[config.mk]
export PLATFORM = sky130hd
export DESIGN_NAME = spram_dma_flat
export DESIGN_NICKNAME = d
export VERILOG_FILES = /design/src/rtl/spram_dma_pkg.sv /design/src/rtl/spram_dma_if.sv /design/src/rtl/spram_dma.sv /design/src/flat_wrapper.sv
export SDC_FILE = /design/constraint.sdc
export NUM_CORES = 1
export LEC_CHECK = 0
export ABC_AREA = 1
export CORE_MARGIN = 4
export CORE_UTILIZATION = 42
export CTS_BUF_LIST = sky130_fd_sc_hd__clkbuf_4
export DETAILED_ROUTE_END_ITERATION = 8
export DONT_BUFFER_PORTS = 1
export SYNTH_ARGS = -nofsm -noshare
export SYNTH_HDL_FRONTEND = slang
export SYNTH_SLANG_ARGS = --single-unit
[constraint.sdc]
create_clock -name clk -period 2.1 [get_ports clk]
set_clock_uncertainty 0.05 [all_clocks]
set_input_delay 0.21 -clock clk [delete_from_list [all_inputs] [get_ports clk]]
set_output_delay 0.21 -clock clk [all_outputs]
set_load 0.01 [all_outputs]
[src/rtl/spram_dma_pkg.sv]
// spram_dma_pkg: shared types and constants for the SPRAM word-copy engine.
//   state_e   : engine FSM states
//   MEM_BYTES : SPRAM size in bytes, upper bound for the range check
//   WE_FULL   : full-word byte-enable pattern
package spram_dma_pkg;

  localparam int unsigned ADDR_W_DEF = 17;
  localparam int unsigned LEN_W_DEF  = 16;
  localparam int unsigned MEM_BYTES  = 131072;
  localparam logic [3:0]  WE_FULL    = 4'hF;

  typedef enum logic [2:0] {
    IDLE    = 3'd0,
    CHECK   = 3'd1,
    READ    = 3'd2,
    CAPTURE = 3'd3,
    WRITE   = 3'd4,
    FIN     = 3'd5
  } state_e;

endpackage

[src/rtl/spram_dma_if.sv]
// spram_dma_if: initiator side of the shared SPRAM port plus the arbiter req/gnt pair.
//   master : engine drives mem_req/mem_sel/mem_we/mem_addr/mem_wdat, receives mem_gnt/mem_rdat
//   slave  : arbiter/SPRAM side, the mirror image
interface spram_dma_if #(
  parameter int unsigned ADDR_W = spram_dma_pkg::ADDR_W_DEF
);
  logic              mem_req;
  logic              mem_gnt;
  logic              mem_sel;
  logic [3:0]        mem_we;
  logic [ADDR_W-1:0] mem_addr;
  logic [31:0]       mem_wdat;
  logic [31:0]       mem_rdat;

  modport master (
    output mem_req, mem_sel, mem_we, mem_addr, mem_wdat,
    input  mem_gnt, mem_rdat
  );

  modport slave (
    input  mem_req, mem_sel, mem_we, mem_addr, mem_wdat,
    output mem_gnt, mem_rdat
  );
endinterface

[src/rtl/spram_dma.sv]
// spram_dma: word-copy engine sharing the SPRAM port through a req/gnt arbiter.
// Copies len 32-bit words from byte address src to dst, ascending, 3 cycles/word
// under continuous grant. Misaligned or out-of-range requests finish with err set.
// Ports:
//   clk, resetn            clock, asynchronous active-low reset
//   start, src, dst, len   transfer request (sampled in IDLE only)
//   abort                  stop after the current word's write
//   busy, done, err        status (done is a one-cycle pulse, err is sticky)
//   mem (spram_dma_if)     arbiter/SPRAM port; sel/we/addr/wdat follow gnt in the same cycle
// Optional: define SPRAM_DMA_FILL_EN to add fill/pattern ports; fill=1 writes pattern
// to every destination word at 1 cycle/word without reading.
module spram_dma
  import spram_dma_pkg::*;
#(
  parameter int unsigned ADDR_W = ADDR_W_DEF,
  parameter int unsigned LEN_W  = LEN_W_DEF
) (
  input  logic              clk,
  input  logic              resetn,
  input  logic              start,
  input  logic [ADDR_W-1:0] src,
  input  logic [ADDR_W-1:0] dst,
  input  logic [LEN_W-1:0]  len,
  input  logic              abort,
`ifdef SPRAM_DMA_FILL_EN
  input  logic              fill,
  input  logic [31:0]       pattern,
`endif
  output logic              busy,
  output logic              done,
  output logic              err,
  spram_dma_if.master       mem
);

  localparam int unsigned    CHK_W   = ADDR_W + 3;
  localparam logic [CHK_W-1:0] MEM_LIM = CHK_W'(MEM_BYTES);

  state_e            state_q, state_d;
  logic [ADDR_W-1:0] src_q, dst_q, addr_q;
  logic [LEN_W-1:0]  rem_q;
  logic [31:0]       data_q;
  logic              abort_q, busy_q, done_q, err_q, req_q;

  logic              sel_d;
  logic [3:0]        we_d;
  logic [ADDR_W-1:0] addr_d;
  logic [31:0]       wdat_d;
  logic              capture, advance;
  logic              abort_seen, cfg_bad;
  logic [CHK_W-1:0]  src_end, dst_end;
  logic              fill_mode;
  logic [31:0]       pat_word;
  logic              accept;

  assign accept = (state_q == IDLE) && start;

  // Fill configuration exists only in the fill build; otherwise every transfer copies.
`ifdef SPRAM_DMA_FILL_EN
  logic        fill_q;
  logic [31:0] pat_q;

  always_ff @(posedge clk or negedge resetn) begin
    if (!resetn) begin
      fill_q <= 1'b0;
      pat_q  <= 32'h0;
    end else if (accept) begin
      fill_q <= fill;
      pat_q  <= pattern;
    end
  end

  assign fill_mode = fill_q;
  assign pat_word  = pat_q;
`else
  assign fill_mode = 1'b0;
  assign pat_word  = 32'h0;
`endif

  // End addresses are formed 3 bits wider than the port so they cannot wrap.
  assign src_end    = CHK_W'(src_q) + (CHK_W'(rem_q) << 2);
  assign dst_end    = CHK_W'(dst_q) + (CHK_W'(rem_q) << 2);
  assign cfg_bad    = (src_q[1:0] != 2'b00) || (dst_q[1:0] != 2'b00) ||
                      (!fill_mode && (src_end > MEM_LIM)) || (dst_end > MEM_LIM);
  assign abort_seen = abort_q || abort;

  // State register.
  always_ff @(posedge clk or negedge resetn) begin
    if (!resetn) state_q <= IDLE;
    else         state_q <= state_d;
  end

  // Next state and same-cycle port drive; the port is quiet unless granted, addr holds.
  always_comb begin
    state_d = state_q;
    sel_d   = 1'b0;
    we_d    = 4'h0;
    addr_d  = addr_q;
    wdat_d  = 32'h0;
    capture = 1'b0;
    advance = 1'b0;
    case (state_q)
      IDLE: begin
        if (start) state_d = CHECK;
      end
      CHECK: begin
        if (cfg_bad || (rem_q == '0) || abort_seen) state_d = FIN;
        else if (fill_mode)                          state_d = WRITE;
        else                                         state_d = READ;
      end
      READ: begin
        if (mem.mem_gnt) begin
          sel_d   = 1'b1;
          addr_d  = src_q;
          state_d = CAPTURE;
        end
      end
      CAPTURE: begin
        // Bank mux follows addr combinationally, so the source address stays put here.
        if (mem.mem_gnt) begin
          addr_d  = src_q;
          capture = 1'b1;
          state_d = WRITE;
        end else begin
          state_d = READ;
        end
      end
      WRITE: begin
        if (mem.mem_gnt) begin
          sel_d   = 1'b1;
          we_d    = WE_FULL;
          addr_d  = dst_q;
          wdat_d  = fill_mode ? pat_word : data_q;
          advance = 1'b1;
          if ((rem_q == LEN_W'(1)) || abort_seen) state_d = FIN;
          else if (fill_mode)                     state_d = WRITE;
          else                                    state_d = READ;
        end
      end
      FIN: begin
        state_d = IDLE;
      end
      default: begin
        state_d = IDLE;
      end
    endcase
  end

  // Transfer datapath and registered status.
  always_ff @(posedge clk or negedge resetn) begin
    if (!resetn) begin
      src_q   <= '0;
      dst_q   <= '0;
      rem_q   <= '0;
      addr_q  <= '0;
      data_q  <= 32'h0;
      abort_q <= 1'b0;
      busy_q  <= 1'b0;
      done_q  <= 1'b0;
      err_q   <= 1'b0;
      req_q   <= 1'b0;
    end else begin
      addr_q <= addr_d;
      req_q  <= (state_d == READ) || (state_d == CAPTURE) || (state_d == WRITE);
      done_q <= (state_q == FIN);
      if (accept) begin
        src_q   <= src;
        dst_q   <= dst;
        rem_q   <= len;
        busy_q  <= 1'b1;
        err_q   <= 1'b0;
        abort_q <= 1'b0;
      end
      if (busy_q && abort)                  abort_q <= 1'b1;
      if ((state_q == CHECK) && cfg_bad)    err_q   <= 1'b1;
      if (capture)                          data_q  <= mem.mem_rdat;
      if (advance) begin
        src_q <= src_q + ADDR_W'(4);
        dst_q <= dst_q + ADDR_W'(4);
        rem_q <= rem_q - LEN_W'(1);
      end
      if (state_q == FIN)                   busy_q  <= 1'b0;
    end
  end

  assign busy         = busy_q;
  assign done         = done_q;
  assign err          = err_q;
  assign mem.mem_req  = req_q;
  assign mem.mem_sel  = sel_d;
  assign mem.mem_we   = we_d;
  assign mem.mem_addr = addr_d;
  assign mem.mem_wdat = wdat_d;

endmodule

[src/flat_wrapper.sv]
// flat-port wrapper written by rule: the top's interface ports become plain ports
module spram_dma_flat import spram_dma_pkg::*;
#(
  parameter int unsigned ADDR_W = ADDR_W_DEF,
  parameter int unsigned LEN_W  = LEN_W_DEF
)
  (clk, resetn, start, src, dst, len, abort, busy, done, err, mem_mem_req, mem_mem_sel, mem_mem_we, mem_mem_addr, mem_mem_wdat, mem_mem_gnt, mem_mem_rdat);
  spram_dma_if #(.ADDR_W(ADDR_W)) mem_i ();
  input  logic clk;
  input  logic resetn;
  input  logic start;
  input  logic [ADDR_W-1:0] src;
  input  logic [ADDR_W-1:0] dst;
  input  logic [LEN_W-1:0] len;
  input  logic abort;
  output logic busy;
  output logic done;
  output logic err;
  output wire logic [$bits(mem_i.mem_req)-1:0] mem_mem_req;
  output wire logic [$bits(mem_i.mem_sel)-1:0] mem_mem_sel;
  output wire logic [$bits(mem_i.mem_we)-1:0] mem_mem_we;
  output wire logic [$bits(mem_i.mem_addr)-1:0] mem_mem_addr;
  output wire logic [$bits(mem_i.mem_wdat)-1:0] mem_mem_wdat;
  input wire logic [$bits(mem_i.mem_gnt)-1:0] mem_mem_gnt;
  input wire logic [$bits(mem_i.mem_rdat)-1:0] mem_mem_rdat;
  assign mem_mem_req = mem_i.mem_req;
  assign mem_mem_sel = mem_i.mem_sel;
  assign mem_mem_we = mem_i.mem_we;
  assign mem_mem_addr = mem_i.mem_addr;
  assign mem_mem_wdat = mem_i.mem_wdat;
  assign mem_i.mem_gnt = mem_mem_gnt;
  assign mem_i.mem_rdat = mem_mem_rdat;
  spram_dma #(.ADDR_W(ADDR_W), .LEN_W(LEN_W)) u_core (.clk(clk), .resetn(resetn), .start(start), .src(src), .dst(dst), .len(len), .abort(abort), .busy(busy), .done(done), .err(err), .mem(mem_i));
endmodule
==> results.md <==
* Logic pwr share at 71.5%
* Final worst-path setup slack at -0.4130 ns
* Post-synth EDFFs at 0
* Starting Density at 43.23%
* Worst Hold Class: input port to asynchronous set/reset pin
* Total grt overflow at 0
* Actual slew at the worst max-slew pin at 0.3932 ns
* Clock sink count at 107
* Clock transition at the registers of the reported paths at 0.19 ns
* Core footprint at 17420 um^2
* ANT nets after route at 0
* Worst Path Class, Setup: register to register
* RSZ-0062 raised after global routing: true
* Placed cell area at 8692 um^2
* Async SR Flop Fraction at 100.0%
* PD cells at 1664 nW/um^2
* Drt first-iter violations at 429
* Fin. Hold Viols at 107
* Synth area leaders: dfrtp_1 36%, nand2_1 14%, inv_1 6.8%
* Total CTS buffers at 9
* H-tree Lvls at 3
* Slew Limit Headroom at 73.45%
* Mapped cell area at 7530 um^2
* CP Max Fanout at 3
* Routability Congestion at 0.9124
* Final worst path period need at 2.513 ns
* Compound-Gate Fraction of Synth Area at 13.28%
* Hold WS at -0.6772 ns
* Post-Syn Instances at 1034
* Ports at 145
* First-pass GRT wire length at 39020 um
* DRC at 0
* Number of global-route vias before repair at 7728
* Clk_lat worst skew at 0.50 ns
* Clock buffer depth at 2
* Ys flop type: dfrtp_1
* Routed vias at 7922
* CP Launch Type: register
* Die Span Y at 141.9 um
* Die ar. at 20130 um^2
* GRT Total Usage at 24.22%
* Cell with the most instances after synthesis: nand2_1
* Post-synthesis sequential area ratio at 35.56%
* Fmax at 0.3979 GHz
* Filler cell count in the final layout at 1470
* Syn-to-layout area delta at 42.62%
* Largest family of logic cells by synthesized area: simple AND/OR/NAND/NOR gates
* Post-synthesis mux area share at 4.786%
* XOR/XNOR Fraction of Synth Area at 1.512%
* Avg WL per Cell at 16.68 um
* Cell taking the most area after synthesis: dfrtp_1
* Max VDD drop at 0.8524 mV
* Avg Synthesized Cell Area at 7.282 um^2
* CTS root buf: clkbuf_4
* Clock share of power at 6.1%
* Top post-synthesis cells by count: 275 x nand2_1, 137 x inv_1, 112 x nor2_1
* Adder-Cell Fraction of Synth Area at 6.181%
* Fin. max-slew vios at 0
* Fin crit share at 119.7%
* CTS tree: done
* Fin util at 61.66%
* Drt via density at 5.260
* Worst path arrival time at 2.93 ns
* Hpwl dp at 17700 um
* Net switching power figure at 8882 uW
* Die width at 141.9 um
* Layout cell share with drive strength beyond 1 at 26.88%
* Distinct cells, synth at 51
* Place WS at -0.4058 ns
* Post-Route WL at 25120 um
* Setup TNS at -9.467 ns
* Worst setup EP type: register
* Cell Rows at 48
* Violated checks: negative hold slack, negative setup slack
* Synth Net Count at 1157
* Int Pwr at 8990 uW
* Synthesized flop and latch total at 107
* Critical path required time at 2.51 ns
* Synth Warn # at 0
* Total power at 17870 uW
* Post-CTS Hold Buffers at 84
* Port bufs at 0
* Finished Cell Area at 10740 um^2
* Drt pass-1 iters at 5
* NumNets Final at 1398
* Maxcap violations at 0
* Initial antenna violation count at 1
* Static Leak at 0.005223 uW
* Top-area cell type share of the netlist area at 35.56%
* Run status: finished, violations left
* Largest net degree at the start of global routing at 108
* Sequential group share of total power at 22.4%
* Final Setup Violations at 40
* Net Sw Frac at 49.70%
* Simple logic cell fraction of the synthesized area at 29.25%
## layout by cell type, fill, tap and decap left out, types with 5 or more instances in the layout
master | Yosys | layout
nor2_1 | 112 | 93
a221o_1 | 7 | 7
ha_1 | 34 | 29
o22ai_1 | 8 | 8
nor2_2 | 2 | 6
inv_1 | 137 | 130
nand4_1 | 13 | 13
buf_4 | 5 | 152
nand2_1 | 275 | 256
inv_2 | 7 | 10
dfrtp_2 | 0 | 5
dlygate4sd3_1 | 0 | 84
o21ai_1 | 5 | 7
buf_12 | 0 | 8
nand3_2 | 2 | 8
mux2_2 | 32 | 32
nor3_4 | 0 | 5
o21ai_0 | 30 | 28
clkbuf_4 | 0 | 9
nor3_1 | 9 | 8
xor2_1 | 12 | 12
a21oi_1 | 41 | 37
o221ai_4 | 0 | 7
nand2_2 | 10 | 21
nand2_4 | 0 | 7
nor2_4 | 1 | 16
dfrtp_1 | 107 | 102
a31oi_1 | 7 | 7
o211ai_1 | 20 | 20
nand3_1 | 72 | 64
buf_6 | 0 | 18
## worst paths after layout
| kind | startpoint | endpoint | slack [ns] | depth (start not counted) |
|---|---|---|---|---|
| max | u_core.rem_q[0]$_DFFE_PN0P_ | u_core.mem.mem_req$_DFF_PN0_ | -0.41 | 14 |
| min | resetn | u_core.data_q[9]$_DFFE_PN0P_ | -0.68 | 0 |
| max reg2reg | u_core.rem_q[0]$_DFFE_PN0P_ | u_core.mem.mem_req$_DFF_PN0_ | -0.41 | 14 |
| min reg2reg | u_core.data_q[30]$_DFFE_PN0P_ | u_core.data_q[30]$_DFFE_PN0P_ | 0.48 | 1 |
| max in group asynchronous | resetn | u_core.rem_q[8]$_DFFE_PN0P_ | 2.50 | 0 |
| min in group clk | mem_mem_gnt | u_core.state_q[1]$_DFF_PN0_ | 0.06 | 5 |
## layout make-up
type | instances | area (um^2) | share of cell area, %
inverter | 145 | 563.0 | 5.243
tap | 225 | 281.5 | 2.621
antenna | 1 | 2.502 | 0.02330
clock inverter | 7 | 78.83 | 0.7340
timing repair buffer | 265 | 2400 | 22.35
clock buffer | 9 | 67.56 | 0.6292
multi-input combinational | 747 | 4662 | 43.41
sequential | 107 | 2684 | 24.99
## repair_timing
item,in CTS,in global routing
setup buffers,26,28
gates cloned,1,1
setup endpoints to repair,34,61
hold endpoints to repair,192,107
pin swaps,17,43
gates resized for setup,79,83
## critical path, stage by stage (launching register included)
cell,delay [ns]
dfrtp_1,0.45
ha_2,0.20
fa_2,0.38
or2_1,0.24
a21oi_2,0.13
nand3_1,0.11
nor2_2,0.12
nand3_1,0.08
nor2_1,0.10
nand4_1,0.12
nand2_2,0.14
nand4_4,0.12
nor2_1,0.12
nor2_1,0.06
nand2_1,0.08
## per-stage QoR
stage	cells	hold slack, ns
2_1_floorplan	1034	-0.1356
3_3_place_gp	1358	-0.1313
3_5_place_dp	1358	-0.1319
4_1_cts	1485	-0.7243
5_1_grt	1506	-0.7491
6_report	1506	-0.6772
## metal layers
metal | track usage [%] | vias up | part of all wire (%)
li1 | - | 3893 | -
met1 | 32.15 | 3786 | 44
met2 | 40.26 | 207 | 50
met3 | 5.022 | 36 | 5.0
met4 | 6.616 | 0 | 1.8
met5 | 0 | - | 0
## sequential cells by signal (all words and copies together) (netlist names)
| register | count |
|---|---|
| u_core.data_q | 32 |
| u_core.addr_q | 17 |
| u_core.dst_q | 17 |
| u_core.src_q | 17 |
| u_core.rem_q | 16 |
| u_core.state_q | 3 |
| u_core.abort_q | 1 |
| u_core.busy | 1 |
| u_core.done | 1 |
| u_core.err | 1 |
| u_core.mem.mem_req | 1 |
## kinds of logic after synthesis
kind of cell / Yosys count
buf+inv: 180
simple gates: 512
flops: 107
xor+xnor: 13
compound gates: 154
fa+ha+maj: 36
mux: 32
## power by group through the flow
stage,logic [uW],registers (uW),clock network (uW)
2_1_floorplan,7200,3760,0
3_3_place_gp,10800,3930,0
3_5_place_dp,10900,3950,0
4_1_cts,12000,3940,1130
5_1_grt,14300,4110,1210
6_report,12800,4000,1090
No activity file was read; power rests on OpenSTA's default activity.
